$ cat config.mk
export PLATFORM = sky130hd
export DESIGN_NAME = battleship_game_ctrl
export DESIGN_NICKNAME = d
export VERILOG_FILES = /design/src/rtl/battleship_pkg.sv /design/src/rtl/bs_lfsr16.sv /design/src/rtl/battleship_game_ctrl.sv
export SDC_FILE = /design/constraint.sdc
export NUM_CORES = 1
export LEC_CHECK = 0
export BUFFER_PORTS_ARGS = -buffer_cell sky130_fd_sc_hd__buf_2
export CAP_MARGIN = 15
export CELL_PAD_IN_SITES_DETAIL_PLACEMENT = 1
export CELL_PAD_IN_SITES_GLOBAL_PLACEMENT = 1
export CORE_UTILIZATION = 40
export DETAILED_ROUTE_END_ITERATION = 16
export GPL_TIMING_DRIVEN = 1
export PLACE_DENSITY = 0.87
export SLEW_MARGIN = 20
export SYNTH_ARGS = -nofsm -noshare
export SYNTH_HDL_FRONTEND = slang
export SYNTH_SLANG_ARGS = --single-unit
$ cat constraint.sdc
create_clock -name clk -period 10 [get_ports clk]
set_clock_uncertainty 0.2 [all_clocks]
set_input_delay 1.5 -clock clk [delete_from_list [all_inputs] [get_ports clk]]
set_output_delay 1.5 -clock clk [all_outputs]
set_load 0.02 [all_outputs]
$ cat src/rtl/battleship_pkg.sv
// Shared types for the Battleship game core.
//   game_state_t : turn/phase FSM states
//   cell_t       : 2-bit board cell code (bit1 = already shot, bit0 = ship present)
//   shoot()      : result of firing on a cell (SHIP->HIT, EMPTY->MISS)
package battleship_pkg;

  typedef enum logic [2:0] {
    DECIDE,
    PLACE,
    PC_SETUP,
    PLAYER_TURN,
    PC_TURN,
    VICTORY,
    DEFEAT
  } game_state_t;

  typedef enum logic [1:0] {
    EMPTY = 2'b00,
    SHIP  = 2'b01,
    MISS  = 2'b10,
    HIT   = 2'b11
  } cell_t;

  // The encoding makes a shot simply set bit1 while keeping the ship bit.
  function automatic cell_t shoot(input cell_t c);
    logic [1:0] v;
    v = c;
    return cell_t'({1'b1, v[0]});
  endfunction

endpackage

$ cat src/rtl/bs_lfsr16.sv
// 16-bit Fibonacci LFSR, polynomial x^16+x^14+x^13+x^11, advancing every cycle.
// Ports:
//   clk    : clock
//   rst    : synchronous reset, active-low (loads SEED)
//   lfsr_o : current LFSR state
module bs_lfsr16 #(
  parameter logic [15:0] SEED = 16'hACE1
) (
  input  logic        clk,
  input  logic        rst,
  output logic [15:0] lfsr_o
);

  logic [15:0] lfsr_q;
  logic        fb_d;

  assign fb_d = lfsr_q[15] ^ lfsr_q[13] ^ lfsr_q[12] ^ lfsr_q[10];

  always_ff @(posedge clk) begin
    if (!rst) lfsr_q <= SEED;
    else      lfsr_q <= {lfsr_q[14:0], fb_d};
  end

  assign lfsr_o = lfsr_q;

endmodule

$ cat src/rtl/battleship_game_ctrl.sv
// Battleship game core: cursor, player placement, random PC placement, turn FSM,
// PC shooting with linear probing, win/lose detection.
// Ports:
//   clk, rst                       : clock, synchronous active-low reset
//   move_up/down/left/right        : one-cycle cursor pulses (priority up>down>left>right)
//   ships_req, confirm_amount      : requested ship count and its latch pulse
//   confirm_place, fire            : place ship / shoot PC board at cursor
//   cur_i, cur_j, state            : cursor row/col and FSM state
//   player_board, pc_board         : flat boards, cell k=i*BOARD_N+j at [2k+1:2k]
//   ships_total, player_left, pc_left : counters
//   placement_error, shot_error    : one-cycle error pulses
module battleship_game_ctrl
  import battleship_pkg::*;
#(
  parameter int          BOARD_N     = 5,
  parameter int          MAX_SHIPS   = 5,
  parameter int          PC_DELAY    = 8,
  parameter logic [15:0] LFSR_SEED   = 16'hACE1,
  parameter bit          CURSOR_WRAP = 1'b0
) (
  input  logic                                 clk,
  input  logic                                 rst,
  input  logic                                 move_up,
  input  logic                                 move_down,
  input  logic                                 move_left,
  input  logic                                 move_right,
  input  logic [$clog2(MAX_SHIPS+1)-1:0]       ships_req,
  input  logic                                 confirm_amount,
  input  logic                                 confirm_place,
  input  logic                                 fire,
  output logic [$clog2(BOARD_N)-1:0]           cur_i,
  output logic [$clog2(BOARD_N)-1:0]           cur_j,
  output game_state_t                          state,
  output logic [2*BOARD_N*BOARD_N-1:0]         player_board,
  output logic [2*BOARD_N*BOARD_N-1:0]         pc_board,
  output logic [$clog2(MAX_SHIPS+1)-1:0]       ships_total,
  output logic [$clog2(MAX_SHIPS+1)-1:0]       player_left,
  output logic [$clog2(MAX_SHIPS+1)-1:0]       pc_left,
  output logic                                 placement_error,
  output logic                                 shot_error
);

  localparam int CELLS = BOARD_N * BOARD_N;
  localparam int CW    = $clog2(MAX_SHIPS + 1);
  localparam int IW    = $clog2(BOARD_N);
  localparam int KW    = $clog2(CELLS);
  localparam int DW    = $clog2(PC_DELAY + 1);
  localparam logic [IW-1:0] EDGE   = IW'(BOARD_N - 1);
  localparam logic [KW-1:0] LAST_K = KW'(CELLS - 1);

  game_state_t          state_q;
  logic [IW-1:0]        cur_i_q, cur_j_q, cur_i_d, cur_j_d;
  logic [CW-1:0]        total_q, player_left_q, pc_left_q, placed_q, pc_placed_q;
  logic [2*CELLS-1:0]   player_q, pc_q;
  logic                 perr_q, serr_q;
  logic [DW-1:0]        delay_q;
  logic [KW-1:0]        probe_q;
  logic                 probing_q;

  logic [15:0]          lfsr;
  logic [KW-1:0]        rand_k, cur_k, probe_k, next_probe_k;
  logic [CW-1:0]        req_clamped;
  cell_t                cur_pl_c, cur_pc_c, setup_c, probe_c;

  bs_lfsr16 #(.SEED(LFSR_SEED)) u_lfsr (
    .clk    (clk),
    .rst    (rst),
    .lfsr_o (lfsr)
  );

  assign rand_k       = KW'(lfsr % 16'(CELLS));
  assign cur_k        = KW'(cur_i_q) * KW'(BOARD_N) + KW'(cur_j_q);
  // First probe of a PC shot is random; later probes walk forward from there.
  assign probe_k      = probing_q ? probe_q : rand_k;
  assign next_probe_k = (probe_k == LAST_K) ? '0 : probe_k + KW'(1);

  assign cur_pl_c = cell_t'(player_q[{cur_k, 1'b0} +: 2]);
  assign cur_pc_c = cell_t'(pc_q[{cur_k, 1'b0} +: 2]);
  assign setup_c  = cell_t'(pc_q[{rand_k, 1'b0} +: 2]);
  assign probe_c  = cell_t'(player_q[{probe_k, 1'b0} +: 2]);

  assign req_clamped = (ships_req == '0)              ? CW'(1) :
                       (ships_req > CW'(MAX_SHIPS))   ? CW'(MAX_SHIPS) : ships_req;

  // Single-step cursor move; only the highest-priority pulse is honoured.
  always_comb begin
    cur_i_d = cur_i_q;
    cur_j_d = cur_j_q;
    if (move_up) begin
      if (cur_i_q == '0) cur_i_d = CURSOR_WRAP ? EDGE : '0;
      else               cur_i_d = cur_i_q - IW'(1);
    end else if (move_down) begin
      if (cur_i_q == EDGE) cur_i_d = CURSOR_WRAP ? '0 : EDGE;
      else                 cur_i_d = cur_i_q + IW'(1);
    end else if (move_left) begin
      if (cur_j_q == '0) cur_j_d = CURSOR_WRAP ? EDGE : '0;
      else               cur_j_d = cur_j_q - IW'(1);
    end else if (move_right) begin
      if (cur_j_q == EDGE) cur_j_d = CURSOR_WRAP ? '0 : EDGE;
      else                 cur_j_d = cur_j_q + IW'(1);
    end
  end

  always_ff @(posedge clk) begin
    if (!rst) begin
      state_q       <= DECIDE;
      cur_i_q       <= '0;
      cur_j_q       <= '0;
      total_q       <= '0;
      player_left_q <= '0;
      pc_left_q     <= '0;
      placed_q      <= '0;
      pc_placed_q   <= '0;
      player_q      <= '0;
      pc_q          <= '0;
      perr_q        <= 1'b0;
      serr_q        <= 1'b0;
      delay_q       <= '0;
      probe_q       <= '0;
      probing_q     <= 1'b0;
    end else begin
      perr_q <= 1'b0;
      serr_q <= 1'b0;
      // Actions below read the pre-move cursor; the move lands on the same edge.
      if (state_q == PLACE || state_q == PLAYER_TURN) begin
        cur_i_q <= cur_i_d;
        cur_j_q <= cur_j_d;
      end
      case (state_q)
        DECIDE: begin
          if (confirm_amount) begin
            total_q       <= req_clamped;
            player_left_q <= req_clamped;
            pc_left_q     <= req_clamped;
            placed_q      <= '0;
            state_q       <= PLACE;
          end
        end
        PLACE: begin
          if (confirm_place) begin
            if (cur_pl_c == EMPTY) begin
              player_q[{cur_k, 1'b0} +: 2] <= SHIP;
              placed_q <= placed_q + CW'(1);
              if (placed_q + CW'(1) == total_q) begin
                pc_placed_q <= '0;
                state_q     <= PC_SETUP;
              end
            end else begin
              perr_q <= 1'b1;
            end
          end
        end
        PC_SETUP: begin
          if (setup_c == EMPTY) begin
            pc_q[{rand_k, 1'b0} +: 2] <= SHIP;
            pc_placed_q <= pc_placed_q + CW'(1);
            if (pc_placed_q + CW'(1) == total_q) begin
              cur_i_q <= '0;
              cur_j_q <= '0;
              state_q <= PLAYER_TURN;
            end
          end
        end
        PLAYER_TURN: begin
          if (fire) begin
            if (cur_pc_c == MISS || cur_pc_c == HIT) begin
              serr_q <= 1'b1;
            end else begin
              pc_q[{cur_k, 1'b0} +: 2] <= shoot(cur_pc_c);
              if (cur_pc_c == SHIP) pc_left_q <= pc_left_q - CW'(1);
              if (cur_pc_c == SHIP && pc_left_q == CW'(1)) begin
                state_q <= VICTORY;
              end else begin
                delay_q   <= '0;
                probing_q <= 1'b0;
                state_q   <= PC_TURN;
              end
            end
          end
        end
        PC_TURN: begin
          if (delay_q != DW'(PC_DELAY)) begin
            delay_q <= delay_q + DW'(1);
          end else if (probe_c == MISS || probe_c == HIT) begin
            probe_q   <= next_probe_k;
            probing_q <= 1'b1;
          end else begin
            player_q[{probe_k, 1'b0} +: 2] <= shoot(probe_c);
            probing_q <= 1'b0;
            if (probe_c == SHIP) player_left_q <= player_left_q - CW'(1);
            if (probe_c == SHIP && player_left_q == CW'(1)) state_q <= DEFEAT;
            else                                            state_q <= PLAYER_TURN;
          end
        end
        default: ; // VICTORY / DEFEAT hold until reset
      endcase
    end
  end

  assign cur_i           = cur_i_q;
  assign cur_j           = cur_j_q;
  assign state           = state_q;
  assign player_board    = player_q;
  assign pc_board        = pc_q;
  assign ships_total     = total_q;
  assign player_left     = player_left_q;
  assign pc_left         = pc_left_q;
  assign placement_error = perr_q;
  assign shot_error      = serr_q;

endmodule

# [Yosys cells after proc, flatten, opt, wreduce, memory -nomap -nowiden]
# Index checks and enable logic that the tools add are counted.
[totals] regBits=152 out_inout_bits=120 word_cells=191
[op_classes] n_addsub=14 mul=1 n_div=1 order_cmp=1 eq_ne=32 n_shift=11 n_mux=79 n_bitwise=4 reduce_logical=32
[ops] cell="$mux 50" count=7
[ops] cell="$bwmux 50" count=4
[ops] cell="$pmux 50 s2" count=2
[ops] cell="$shiftx 50x7->2" count=4
[ops] cell="$shift 2x8->50 const A" count=3
[ops] cell="$mux 3" count=45
[ops] cell="$shiftx 2x8->50" count=2
[ops] cell="$shiftx 2x8->50 const A" count=2
[ops] cell="$reduce_and 5->1" count=6
[ops] cell="$neg 6->8" count=3
[ops] cell="$pmux 3 s2" count=4
[ops] cell="$ne 2x2->1 const B" count=11
[ops] cell="$mod 16x5->16 const B" count=1
[ops] cell="$mux 4" count=4
[ops] cell="$pmux 3 s5" count=1
[ops] cell="$reduce_bool 2->1" count=7
[ops] cell="$add 3x1->3 const B" count=4
[ops] cell="$logic_not 3->1" count=4
[ops] cell="$sub 3x1->3 const B" count=4
[ops] cell="$reduce_and 11->1" count=1
[ops] cell="$mux 5" count=2
[ops] cell="$eq 3x1->1 const B" count=3
[ops] cell="$eq 3x3->1 const B" count=3
[ops] cell="$reduce_and 3->1" count=3
[ops] cell="23 further kinds" count=45

# [Depth between registers and ports, before layout]
[logic_depth] word_depth=10 ltp_mapped=48

# [Modules after synthesis]
# A second synthesis with hierarchy kept.
[unflattened] cells_unflattened=1703 area_unflattened_um2=12923.6
[modules_own_cells] module="battleship_game_ctrl" n_inst=1 cells_per_inst=1667 area_each_um2=12465.7 seq_area_each_um2=2722.6
[modules_own_cells] module="bs_lfsr16" n_inst=1 cells_per_inst=36 area_each_um2=457.9 seq_area_each_um2=320.3

# [Least setup slack after synthesis]
# OpenSTA, ideal clock, no wires.
[synth_timing] path_kind="register to register" start="register u_lfsr.lfsr_q[11] (netlist: u_lfsr.lfsr_o[11])" end="register player_q[48] (netlist: player_board[48])" setup_ns=0.086 arrival_ns=10.002 t_required_ns=9.714 setup_slack_ns=-0.287 path_stages_with_launch=41 synth_period_minus_slack_ns=10.287 path_cell_list="dfxtp_1 > buf_2 > o211a_1 > or4_4 > a32oi_2 > mux2_2 > o211a_1 > a311oi_1 > buf_2 > or2_0 > mux2i_1 > or2_1 > o211ai_1 > nand4_1 > xnor2_1 > nor4_1 > a22oi_2 > o21ai_1 > [... 5 more ...] > a211oi_1 > o211ai_1 > inv_1 > ha_1 > a311oi_2 > o31a_1 > o21ai_1 > a22oi_2 > inv_2 > buf_2 > buf_2 > ha_1 > clkbuf_1 > nor4_1 > nand2_1 > nor3b_1 > o31ai_1 > a211oi_1"
[synth_between] elab_chain_cells=8
[synth_lines] element="start: declaration" line="bs_lfsr16.sv:14" source="logic [15:0] lfsr_q;"
[synth_lines] element="start signal: assignment" line="bs_lfsr16.sv:21" source="else lfsr_q <= {lfsr_q[14:0], fb_d};"
[synth_lines] element="$mod 16x5->16 (*)" line="battleship_game_ctrl.sv:71" source="assign rand_k = KW'(lfsr % 16'(CELLS));"
[synth_lines] element="$mux 5 (*)" line="battleship_game_ctrl.sv:74" source="assign probe_k = probing_q ? probe_q : rand_k;"
[synth_lines] element="$shiftx 50x7->2 / $neg 6->8 (equally long branches)" line="battleship_game_ctrl.sv:80, battleship_game_ctrl.sv:188"
[synth_lines] element="$shiftx 2x8->50 / $shift 2x8->50 (equally long branches)" line="battleship_game_ctrl.sv:188" source="player_q[{probe_k, 1'b0} +: 2] <= shoot(probe_c);"
[synth_lines] element="$bwmux 50" line="battleship_game_ctrl.sv:188"
[synth_lines] element="$mux 50" line="battleship_game_ctrl.sv:184" source="end else if (probe_c == MISS || probe_c == HIT) begin"
[synth_lines] element="$mux 50" line="battleship_game_ctrl.sv:182" source="if (delay_q != DW'(PC_DELAY)) begin"
[synth_lines] element="$pmux 50 s2" line="battleship_game_ctrl.sv:129" source="case (state_q)"
[synth_lines] element="end signal: indexed assignment" line="battleship_game_ctrl.sv:188"
[synth_lines] element="end: declaration" line="battleship_game_ctrl.sv:54" source="logic [2*CELLS-1:0] player_q, pc_q;"
# Mark *: on every way between the ends. The rest lies on a longest branch, timed or not. The select of a mux whose other input is x is not followed.
# A chain may end at the register's enable or synchronous reset.

# [Final worst setup path]
[layout_timing] start="register u_lfsr.lfsr_q[11] (netlist: u_lfsr.lfsr_o[11])" end="register player_left_q[1] (netlist: player_left[1])"
[layout_between] elab_chain_cells=7
[layout_lines] element="$mod 16x5->16 (*)" line="battleship_game_ctrl.sv:71"
[layout_lines] element="$mux 5 (*)" line="battleship_game_ctrl.sv:74"
[layout_lines] element="$shiftx 50x7->2 (*)" line="battleship_game_ctrl.sv:80" source="assign probe_c = cell_t'(player_q[{probe_k, 1'b0} +: 2]);"
[layout_lines] element="$eq 2x2->1" line="battleship_game_ctrl.sv:184"
[layout_lines] element="$logic_or 1x1->1" line="battleship_game_ctrl.sv:184"
[layout_lines] element="$ne 2x2->1 (no source line)"
[layout_lines] element="$reduce_and 5->1 (no source line) (*)"
[layout_lines] element="end signal: assignment" line="battleship_game_ctrl.sv:133" source="player_left_q <= req_clamped;"
[layout_lines] element="end signal: assignment" line="battleship_game_ctrl.sv:190" source="if (probe_c == SHIP) player_left_q <= player_left_q - CW'(1);"
[layout_lines] element="end: declaration" line="battleship_game_ctrl.sv:53" source="logic [CW-1:0] total_q, player_left_q, pc_left_q, placed_q, pc_placed_q;"
# Mark *: on every way between the ends. The rest lies on a longest branch, timed or not.

==> out/qor.csv <==
metric,value,unit
status,"complete, but fails checks",
violations,setup timing,
crit_path_max_fanout,10,
period_minus_slack,11.37,ns
remaining_drc_errors,0,
setup_violations,124,
initialDrtViolationCount,2226,
fill_cells,3488,
dieArea,31410,sq um
crit_start,u_lfsr.lfsr_o[11],
drt-total-wl,73.70,mm
wire_per_inst,31.97,um
globalplace.congestion,1.004,
worstPathRequired,10.13,ns
place_inst,2178,
cts_buffer_depth,2,
hold_buffers,0,
syn_inst,1619,
cts_tree,done,
hold_viol_final,0,
area_growth,40.95,%
synth.distinct_cells,107,
numCtsBuffers,17,
hp-class,reg -> reg,
cp_common_cell,buf_4,
grt_pass1_wl,87.60,mm
place.port_buffers,131,
cp-end-kind,flip-flop,
final_cell_mix,"177 x nand2_1, 177 x buf_4, 156 x nor2_1",
setup_ws,-1.373,ns
die_width,177.2,um
io_pins,132,
place_hpwl,39.98,mm
r2r_start,u_lfsr.lfsr_o[11],
dr.pass1.iters,6,
rsz0062_at_grt,yes,
instances_no_fill,2305,
whs,0.3192,ns
highest_layer,met5,
fmaxAchievable,87.93,MHz
die_y,177.2,um
avgSynthCellArea,7.586,sq um
initial_core_util,0.4100,
worstPathArrival,11.51,ns
drive_gt1_frac,0.3680,
critPathMaxStageDelay,0.81,ns
cts-root-buf,clkbuf_16,
place_ws,-0.6135,ns
clkTransAtPathRegs,0.07,ns
synth_flop_cell,dfxtp_1,
grt_pass1_vias,15568,
synth_top_area_share,0.2478,
relSlewSlack,0.03441,
wl_met2,33.33,mm
synth_area,12280,sq um
max-cap-violations,0,
via_count,16982,
worstSetupPathType,reg -> reg,
fin_crit_sh,1.137,
synth.area.top_cells,"dfxtp_1 25%, nand2_1 5.7%, nor2_1 5.2%",
yosys.area.top_type,dfxtp_1,
clock_latency,0.47,ns
ys_seq_area_frac,0.2478,
antenna_found_initial,5,
hold_start,player_left[2],
syn_nets,1665,
via_per_inst,7.367,
groute.usage.overall,0.3567,
path_buf_inv,8,
yosys_warnings,0,
core_area,29950,sq um
ys_ff_latch,152,
num_rows,63,
async_reset_ff_frac,0,
htreeDepth,4,
cts_sinks,152,
dr_wl_met3,8.334,mm
grt_max_degree,73,
synth-edff-count,0,
slowest_stage,a311oi_2,
cp-start-kind,flip-flop,
fin_nets,1947,
slew_viol_final,0,
tightestPinTransition,1.435,ns
grt_overflow_total,0,
met1_length,25.39,mm
path_delay_family,compound AO/OA/AOI/OAI gates,
ant_nets,0,
cell families (layout without fill, tap and decap cells):
group	count (synthesis)	count (layout)	synth area share
multiplexers	57	57	0.06235
other	0	2	0
adder cells (fa/ha/maj)	34	34	0.03525
flip-flops	152	152	0.2478
XOR/XNOR	35	35	0.02608
buffers and inverters	147	441	0.05073
AO/OA/AOI/OAI	536	536	0.3164
AND/OR/NAND/NOR	658	658	0.2614
cell type report:
cell class / count / area (sq um) / area share
clock buffers: 18 / 439.2 / 0.02537
diodes: 2 / 5.005 / 0.0002891
well taps: 390 / 488.0 / 0.02819
repair buffers: 366 / 2791 / 0.1612
multi-input cells: 1320 / 10200 / 0.5890
inverters: 44 / 165.2 / 0.009540
clock inverters: 13 / 167.7 / 0.009685
flip-flops and latches: 152 / 3059 / 0.1767
per-stage QoR:
step / cell area (sq um) / utilization / TNS [ns]
after floorplan: 12300 / - / -0.002790
after global placement: 14110 / 0.4711 / -2.939
after detailed placement: 14120 / 0.4714 / -51.22
after CTS: 15360 / 0.5129 / 0
after global routing: 17310 / 0.5778 / -142.46
final: 17310 / 0.5779 / -123.17
flip-flops by register name, summed over array words and instances (netlist names):
register,flops
probing_q,1
cur_i,3
shot_error,1
pc_board,50
ships_total,3
state,3
pc_placed_q,3
probe_q,5
placed_q,3
cur_j,3
placement_error,1
player_left,3
u_lfsr.lfsr_o,16
pc_left,3
delay_q,4
player_board,50
repair_timing:
item / CTS / global route
cloned: 1 / 8
gates resized for setup: 75 / 313
pin swaps: 33 / 125
setup endpoints to repair: 124 / 124
buffers inserted: 29 / 60
Yosys cell counts (13+ instances only):
library cell and count:
ha_1 33, mux4_2 14, o311ai_0 13, nor3_1 52, a21o_1 17, o211ai_1 27, dfxtp_1 152, nor2_1 169
a31oi_1 22, nand4_1 17, a21oi_1 85, clkbuf_1 60, nand2_1 186, or3_1 21, mux2i_1 30, inv_1 40
nand2b_1 26, xnor2_1 22, o22ai_1 28, buf_2 27, and3_1 15, o21ai_1 17, a21boi_1 20, a211oi_1 30
o21ai_0 85, nand3_1 66, o221a_1 20, o31ai_1 17, nor4_1 14, a22oi_1 13, and2_1 28
worst register-to-register path: cells and delay by family (launching register included):
family / cells / cell delay [ns]
adder cells (fa/ha/maj): 2 / 0.44
buffers and inverters: 8 / 1.35
flip-flops: 1 / 0.38
AO/OA/AOI/OAI: 23 / 6.79
AND/OR/NAND/NOR: 9 / 2.11
final timing paths:
path	endpoint	cells after the start	slack, ns
max reg2reg	player_left[1]	42	-1.37
min reg2reg	player_left[2]	2	0.32
min	player_left[2]	2	0.32
max	player_left[1]	42	-1.37
layer usage:
layer,vias to the layer above,track usage
li1,6691,-
met1,8193,0.4143
met2,1512,0.6051
met3,584,0.06744
met4,2,0.2162
met5,-,0
Power is left out: the tool's default activity adds up to more than one toggle a clock period on the data nets, which glitch-free logic cannot reach.
